`src/rtl/mem_wb_pkg.sv`:
```
// Shared types for the MEM->WB pipeline stage: control bundle, occupancy states
// and default widths.
package mem_wb_pkg;

    localparam int DEFAULT_DATA_W = 24;
    localparam int DEFAULT_ALU_W  = 16;
    localparam int DEFAULT_ADDR_W = 4;

    typedef struct packed {
        logic PCSrc;
        logic regWrite;
        logic memToReg;
    } mem_wb_ctrl_t;

    // Encoded as {main_valid, skid_valid}; 2'b01 cannot be reached.
    typedef enum logic [1:0] {
        EMPTY = 2'b00,
        FULL  = 2'b10,
        SKID  = 2'b11
    } mem_wb_state_t;

    function automatic mem_wb_ctrl_t gate_ctrl(input mem_wb_ctrl_t ctrl, input logic valid);
        return valid ? ctrl : '0;
    endfunction

endpackage

```
`src/rtl/mem_wb_slot.sv`:
```
// One payload register plus valid bit; the parent decides when the payload
// loads and what the valid bit becomes each cycle.
module mem_wb_slot #(
    parameter int W = 8
) (
    input  logic         clk,
    input  logic         rst_n,
    input  logic         load,
    input  logic         valid_next,
    input  logic [W-1:0] data_in,
    output logic         valid,
    output logic [W-1:0] data
);

    always_ff @(posedge clk or negedge rst_n) begin
        if (!rst_n) begin
            valid <= 1'b0;
            data  <= '0;
        end else begin
            valid <= valid_next;
            if (load) begin
                data <= data_in;
            end
        end
    end

endmodule

```
`src/rtl/mem_wb_stage.sv`:
```
// MEM->WB pipeline stage with valid/ready handshake, flush and a one-entry skid
// buffer so writeback back-pressure never reaches the memory stage combinationally.
module mem_wb_stage
    import mem_wb_pkg::*;
#(
    parameter int DATA_W = DEFAULT_DATA_W,
    parameter int ALU_W  = DEFAULT_ALU_W,
    parameter int ADDR_W = DEFAULT_ADDR_W
) (
    input  logic              clk,
    input  logic              rst_n,
    input  logic              in_valid,
    output logic              in_ready,
    input  logic [DATA_W-1:0] RD,
    input  logic [ALU_W-1:0]  ALUOutM,
    input  logic [ADDR_W-1:0] WA3M,
    input  logic              PCSrcM,
    input  logic              regWriteM,
    input  logic              memToRegM,
    input  logic              flush,
    output logic              out_valid,
    input  logic              out_ready,
    output logic [DATA_W-1:0] ReadData,
    output logic [DATA_W-1:0] AluOutW,
    output logic [ADDR_W-1:0] WA3W,
    output logic              PCSrcW,
    output logic              regWriteW,
    output logic              memToRegW,
    output logic [DATA_W-1:0] ResultW
);

    typedef struct packed {
        logic [DATA_W-1:0] rd;
        logic [DATA_W-1:0] alu;
        logic [ADDR_W-1:0] wa3;
        mem_wb_ctrl_t      ctrl;
    } payload_t;

    localparam int PAYLOAD_W = $bits(payload_t);

    payload_t      in_payload;
    payload_t      main_q;
    payload_t      skid_q;
    payload_t      main_d;
    logic          main_valid;
    logic          skid_valid;
    logic          main_valid_next;
    logic          skid_valid_next;
    logic          main_load;
    logic          skid_load;
    logic          main_from_skid;
    logic          accept;
    logic          drain;
    mem_wb_ctrl_t  ctrl_w;
    mem_wb_state_t state;

    // ALU result is zero-extended here so everything downstream is DATA_W wide.
    always_comb begin
        in_payload               = '0;
        in_payload.rd            = RD;
        in_payload.alu           = DATA_W'(ALUOutM);
        in_payload.wa3           = WA3M;
        in_payload.ctrl.PCSrc    = PCSrcM;
        in_payload.ctrl.regWrite = regWriteM;
        in_payload.ctrl.memToReg = memToRegM;
    end

    assign state    = mem_wb_state_t'({main_valid, skid_valid});
    assign in_ready = !skid_valid;
    assign accept   = in_valid && in_ready;
    assign drain    = main_valid && out_ready;

    always_comb begin
        main_load       = 1'b0;
        skid_load       = 1'b0;
        main_from_skid  = 1'b0;
        main_valid_next = main_valid;
        skid_valid_next = skid_valid;
        if (flush) begin
            main_valid_next = 1'b0;
            skid_valid_next = 1'b0;
        end else begin
            case (state)
                EMPTY: begin
                    if (accept) begin
                        main_load       = 1'b1;
                        main_valid_next = 1'b1;
                    end
                end
                FULL: begin
                    if (accept && drain) begin
                        main_load = 1'b1;
                    end else if (accept) begin
                        skid_load       = 1'b1;
                        skid_valid_next = 1'b1;
                    end else if (drain) begin
                        main_valid_next = 1'b0;
                    end
                end
                SKID: begin
                    if (drain) begin
                        main_load       = 1'b1;
                        main_from_skid  = 1'b1;
                        skid_valid_next = 1'b0;
                    end
                end
                default: begin
                    main_valid_next = 1'b0;
                    skid_valid_next = 1'b0;
                end
            endcase
        end
    end

    assign main_d = main_from_skid ? skid_q : in_payload;

    mem_wb_slot #(.W(PAYLOAD_W)) u_main (
        .clk        (clk),
        .rst_n      (rst_n),
        .load       (main_load),
        .valid_next (main_valid_next),
        .data_in    (main_d),
        .valid      (main_valid),
        .data       (main_q)
    );

    mem_wb_slot #(.W(PAYLOAD_W)) u_skid (
        .clk        (clk),
        .rst_n      (rst_n),
        .load       (skid_load),
        .valid_next (skid_valid_next),
        .data_in    (in_payload),
        .valid      (skid_valid),
        .data       (skid_q)
    );

    // Control bits are masked by valid so a bubble can never write the register file.
    assign ctrl_w    = gate_ctrl(main_q.ctrl, main_valid);
    assign out_valid = main_valid;
    assign ReadData  = main_q.rd;
    assign AluOutW   = main_q.alu;
    assign WA3W      = main_q.wa3;
    assign PCSrcW    = ctrl_w.PCSrc;
    assign regWriteW = ctrl_w.regWrite;
    assign memToRegW = ctrl_w.memToReg;
    assign ResultW   = ctrl_w.memToReg ? main_q.rd : main_q.alu;

endmodule

```
`config.mk`:
```
export PLATFORM = sky130hd
export DESIGN_NAME = mem_wb_stage
export DESIGN_NICKNAME = d
export VERILOG_FILES = /design/src/rtl/mem_wb_pkg.sv /design/src/rtl/mem_wb_slot.sv /design/src/rtl/mem_wb_stage.sv
export SDC_FILE = /design/constraint.sdc
export NUM_CORES = 1
export LEC_CHECK = 0
export CORE_MARGIN = 3
export CORE_UTILIZATION = 49
export CTS_CLUSTER_DIAMETER = 50
export DETAILED_ROUTE_END_ITERATION = 8
export PLACE_DENSITY = 0.81
export SLEW_MARGIN = 5
export SYNTH_ARGS = -nofsm -noshare
export SYNTH_HDL_FRONTEND = slang
export SYNTH_SLANG_ARGS = --single-unit
```
`constraint.sdc`:
```
create_clock -name clk -period 1.94 [get_ports clk]
set_clock_uncertainty 0.15 [all_clocks]
set_input_delay 0.291 -clock clk [delete_from_list [all_inputs] [get_ports clk]]
set_output_delay 0.291 -clock clk [all_outputs]
set_load 0.02 [all_outputs]
```
After elaboration in Yosys (flattened, before gate mapping) --
Cells that the tools add are included.
Operators by class: reduce and logical (&&, ||, !) cells 7, equal/unequal tests 10, mux-type cells 22
Operators with widths (number):
- $mux 55 | 1
- $mux 24 | 1
- $ne 3x3->1 const B | 6
- $mux 1 | 16
- $pmux 1 s3 | 3
- $reduce_and 5->1 | 1
- $eq 2x2->1 const B | 2
- $ne 2x2->1 const B | 2
- $reduce_and 4->1 | 1
- $logic_and 1x1->1 | 3
- $mux 3 | 1
- $logic_not 2->1 | 1
- $logic_not 1->1 | 1
Word-level totals: logic and storage cells 43, output and inout port bits 81, bits of input ports 52, bits in registers 104

Longest topological paths before layout --
depth in word-level cells 6, depth in mapped cells 5, mapped depth without buffers 3

Hierarchy --
A second synthesis with hierarchy kept.
Second synthesis, totals: cell total of the unflattened synthesis 438, area total of the unflattened synthesis 5698.0 µm²
Modules (own cells, without submodules):
- mem_wb_slot | instances 2, area each 2319.7 µm², sequential area each 1401.3 µm², cells each 117
- mem_wb_stage | instances 1, area each 1058.5 µm², sequential area each 0.0 µm², cells each 204

Least setup slack after synthesis --
No wires, ideal clock.
path kind register to register, start reg u_main.valid, end reg u_main.data[16], buffers on the path 2, setup time 0.125 ns, data arrival time 1.565 ns, stages on the path, launching flop included 6, clock period less this slack 1.840 ns, data required time 1.665 ns, slack 0.100 ns, cell sequence dfrtp_1 nand2b_1 nor3b_1 buf_2 buf_4 mux2_2
Between the ends: longest elaborated chain between the ends 5, elaborated cells between the ends (all ways) 12, classes of those cells eq/ne: 2; mux: 7; reduce/logical: 3
Ends and longest elaborated chain:
- start, declared | line mem_wb_slot.sv:11 | output logic valid,
- start signal, assigned | line mem_wb_slot.sv:20 | valid <= valid_next;
- $logic_and 1x1->1 | line mem_wb_stage.sv:71 | assign drain = main_valid && out_ready;
- $logic_and 1x1->1 / $mux 1 (equally long branches) | line mem_wb_stage.sv:91, mem_wb_stage.sv:101
- $mux 1 (on tied branches) | line mem_wb_stage.sv:91, mem_wb_stage.sv:83
- $pmux 1 s3 / $mux 1 (equally long branches) | line mem_wb_stage.sv:83, mem_wb_stage.sv:79
- $mux 1 / $mux 55 (equally long branches) | line mem_wb_stage.sv:79, mem_wb_stage.sv:115
- end signal, assigned | line mem_wb_slot.sv:22 | data <= data_in;
- end, declared | line mem_wb_slot.sv:12 | output logic [W-1:0] data
Several ways; a longest one is shown, not always the timed one. A chain may end at the register's enable or synchronous reset.

Final worst setup path --
start reg u_main.valid, end out ResultW[13]
Between the ends: longest elaborated chain between the ends 2
Ends and longest elaborated chain:
- $mux 3 | line mem_wb_pkg.sv:23 | return valid ? ctrl : '0;
- $mux 24 | line mem_wb_stage.sv:146 | assign ResultW = ctrl_w.memToReg ? main_q.rd : main_q.alu;
- end, declared | line mem_wb_stage.sv:29 | output logic [DATA_W-1:0] ResultW
No other way between the ends.

==> impl_summary.log <==
INFO  metric mapped_avg_cell_area = 13.9 um^2
INFO  metric run_status = finished with violations
INFO  metric avgRoutedWirePerCell = 17.5 um
INFO  metric synth-edff-count = 0
INFO  metric endpoint_kind = output pin
INFO  metric drc = 0
INFO  metric maxSlewViolCount = 0
INFO  metric min_path_type = in -> async
INFO  metric path_max_fanout = 6
INFO  metric routed_via_count = 2992
INFO  metric synth.distinct_cells = 21
INFO  metric routed_wirelength = 10200 um
INFO  metric dpl-instance-area = 6050 um^2
INFO  metric post_syn_area = 4830 um^2
INFO  metric yosys_warnings = 0
INFO  metric vias_per_cell = 5.13
INFO  metric h-tree-depth = 3
INFO  metric ys_dominant_reg_cell = dfrtp_1
INFO  metric postLayoutCellArea = 6430 um^2
INFO  metric num_rows = 35
INFO  metric top_level_ports = 133
INFO  metric dp_slack = -0.254 ns
INFO  metric gate_count_post_synth = 348
INFO  metric comb_power_share = 0.310
INFO  metric yosys-top-cells-area = dfrtp_1 (50%), mux2_2 (19%), mux2_1 (17%)
INFO  metric synth_async_sr_flop_share = 1.00
INFO  metric timing.critical_path.slowest_stage_cell = dfrtp_1
INFO  metric synth_top_cell_by_area = dfrtp_1
INFO  metric pwr_density_cell = 903 nW/um^2
INFO  metric max_stage_delay = 0.41 ns
INFO  metric grt_pass1_wl = 15700 um
INFO  metric cts_tree = built
INFO  metric final_cell_utilization_of_the_core = 0.683
INFO  metric finalWorstSetupSlack = -0.0495 ns
INFO  metric synth_most_common_cell = dfrtp_1
INFO  metric final_layout_size_suffix_gt1_frac = 0.366
INFO  metric buffer_depth_of_the_longest_clock_path = 2
INFO  metric finalHoldViolations = 0
INFO  metric critical_path_arrival = 1.55 ns
INFO  metric floorplan.initialDensity = 0.513
INFO  metric worst_ep_required_time = 1.50 ns
INFO  metric diodes = 0
INFO  metric synth.yosys.seq_area_share = 0.498
INFO  metric final_min_period_over_clock_period = 1.03
INFO  metric fin_crit = 1.99 ns
INFO  metric dp.final_hpwl = 7300 um
INFO  metric power.switching = 0.00175 W
INFO  metric grt.overflow.total = 0
INFO  metric areaGrowthSynthToFinish = 33.3%
INFO  metric cts.sink_count = 96
INFO  metric failed_checks = negative setup slack
INFO  metric buffer_ports.inserted = 124
INFO  metric cts.reportedPaths.clkPinSlew = 0.09 ns
INFO  metric number_of_antenna_violations_at_the_first_check_in_global_routing = 0
INFO  metric yosys-top-cells-count = dfrtp_1 (96), mux2_2 (83), mux2_1 (74)
INFO  metric placeableCoreArea = 9420 um^2
INFO  metric dr.first_iter.drc_count = 65
INFO  metric power_frac_clock = 0.223
INFO  metric power.ir.vdd_worst = 0.000429 V
INFO  metric finalNetCount = 502
INFO  metric synth_top_area_frac = 0.498
INFO  metric grt_pass1_vias = 3085
INFO  metric drt_pass1_iterations = 4
INFO  metric worstPathBufferInverterCount = 3
INFO  metric cts_made_buffers = 9
INFO  metric root_buffer = clkbuf_8
INFO  metric synth.ff_latch_count = 96
INFO  metric critPathTopFamily = flip-flops
INFO  metric clock_latency = 0.36 ns
INFO  metric fmax = 0.503 GHz
INFO  metric final-setup-viol-count = 15
INFO  metric final.hold.worst_slack = 0.283 ns
INFO  metric cell_by_cell_listing_of_the_critical_path = nand2_2 > buf_6 > buf_6 > mux2_4 > buf_6
INFO  metric die_area = 11100 um^2
INFO  metric place_congestion = 0.796
INFO  metric switching_share = 0.301
INFO  metric crit_path_start_kind = flop
INFO  metric grt.total_usage = 0.181
INFO  metric internal_power = 0.00406 W
INFO  metric p_leak = 2.94 nW
INFO  metric grt_start_max_net_pins = 37
INFO  metric crit_path_frequent_cell = buf_6
INFO  metric power.share.sequential = 0.467
INFO  metric drv_cap = 0
INFO  metric ant_nets = 0
INFO  metric die_height = 105 um
INFO  metric die_width = 105 um
INFO  metric timing.setup.critical_path_class = reg -> out
INFO  metric grt_setup_unrepaired = yes
==> power groups by stage <==
stage / registers [W] / logic, W / clock network [W]
finish: 0.00272 / 0.00180 / 0.00129
floorplan: 0.00263 / 0.00119 / 0
global placement: 0.00271 / 0.00171 / 0
detailed placement: 0.00274 / 0.00175 / 0
CTS: 0.00270 / 0.00170 / 0.00133
global route: 0.00277 / 0.00191 / 0.00140
==> flip-flops by register name (all words and copies together), names as in the netlist <==
register	cells
u_main.valid	1
u_skid.valid	1
u_main.data	47
u_skid.data	47
==> cells in the final DEF, fill, tap and decap left out <==
cell type	instances
nand2_2	1
buf_12	10
inv_6	1
nor3b_2	1
dlymetal6s2s_1	1
nor2b_1	1
dlygate4sd3_1	1
clkbuf_2	1
mux2_2	61
clkbuf_8	9
o21bai_1	1
bufinv_16	1
clkinvlp_4	3
conb_1	8
nor3_2	1
buf_8	1
nand2b_1	2
clkinv_4	1
inv_1	3
and2_1	2
nor2_1	1
nand4b_1	1
buf_6	15
dlygate4sd2_1	11
clkdlybuf4s50_1	94
buf_2	9
mux2_4	40
o21ai_0	1
mux2_1	56
and3_1	8
buf_4	11
a21oi_1	1
dfrtp_1	96
==> through the flow <==
stage | std cells | TNS (ns) | power [W]
floorplan | 355 | 0 | 0.00383
global placement | 561 | -13.53 | 0.00441
detailed placement | 561 | -16.87 | 0.00449
CTS | 581 | -0.323 | 0.00573
global route | 583 | -3.60 | 0.00608
finish | 583 | -0.238 | 0.00581
==> kinds of logic (layout without fill, tap and decap cells) <==
group	Yosys count	count (layout)	synth area share
mux	157	157	0.366
flops	96	96	0.498
buf+inv	73	172	0.109
simple gates	18	18	0.0228
compound gates	3	3	0.00363
other cells	1	8	0.000777
==> final timing paths <==
kind                                        startpoint                          end  slack [ns]  depth (start not counted)
min in group clk           u_skid.data[41]$_DFFE_PN0P_  u_skid.data[41]$_DFFE_PN0P_        0.34                          1
max reg2reg                   u_main.valid$_DFFE_PN0P_   u_main.data[1]$_DFFE_PN0P_       -0.02                          6
min reg2reg                u_skid.data[41]$_DFFE_PN0P_  u_skid.data[41]$_DFFE_PN0P_        0.34                          1
min                                              rst_n  u_skid.data[40]$_DFFE_PN0P_        0.28                          2
max                           u_main.valid$_DFFE_PN0P_                  ResultW[13]       -0.05                          5
max in group asynchronous                        rst_n  u_main.data[54]$_DFFE_PN0P_        0.80                          3
==> cell type report <==
cell class              count  area (um^2)
fillers                   682         2980
multi-input cells         186         2090
clock buffers               9          124
inverters                   3         11.3
clock inverters             6         70.1
repair buffers            154         1580
well taps                 129          161
flip-flops and latches     96         2400
==> repair_timing <==
| action | 4_1_cts | 5_1_grt |
|---|---|---|
| endpoints found under the setup margin | 30 | 115 |
| buffers inserted | 4 | 2 |
| endpoints found under the hold margin | 32 | 0 |
| pin swaps | 0 | 1 |
| hold buffers | 1 | 0 |
| resized for setup | 85 | 59 |
==> routing by layer <==
metal	vias up	GRT usage	part of all wire
met5	-	0	0
met4	0	0.0619	0.014
met3	14	0.0398	0.058
met2	105	0.302	0.48
met1	1510	0.232	0.45
li1	1363	-	-
Power figures use the tool's default switching activity.
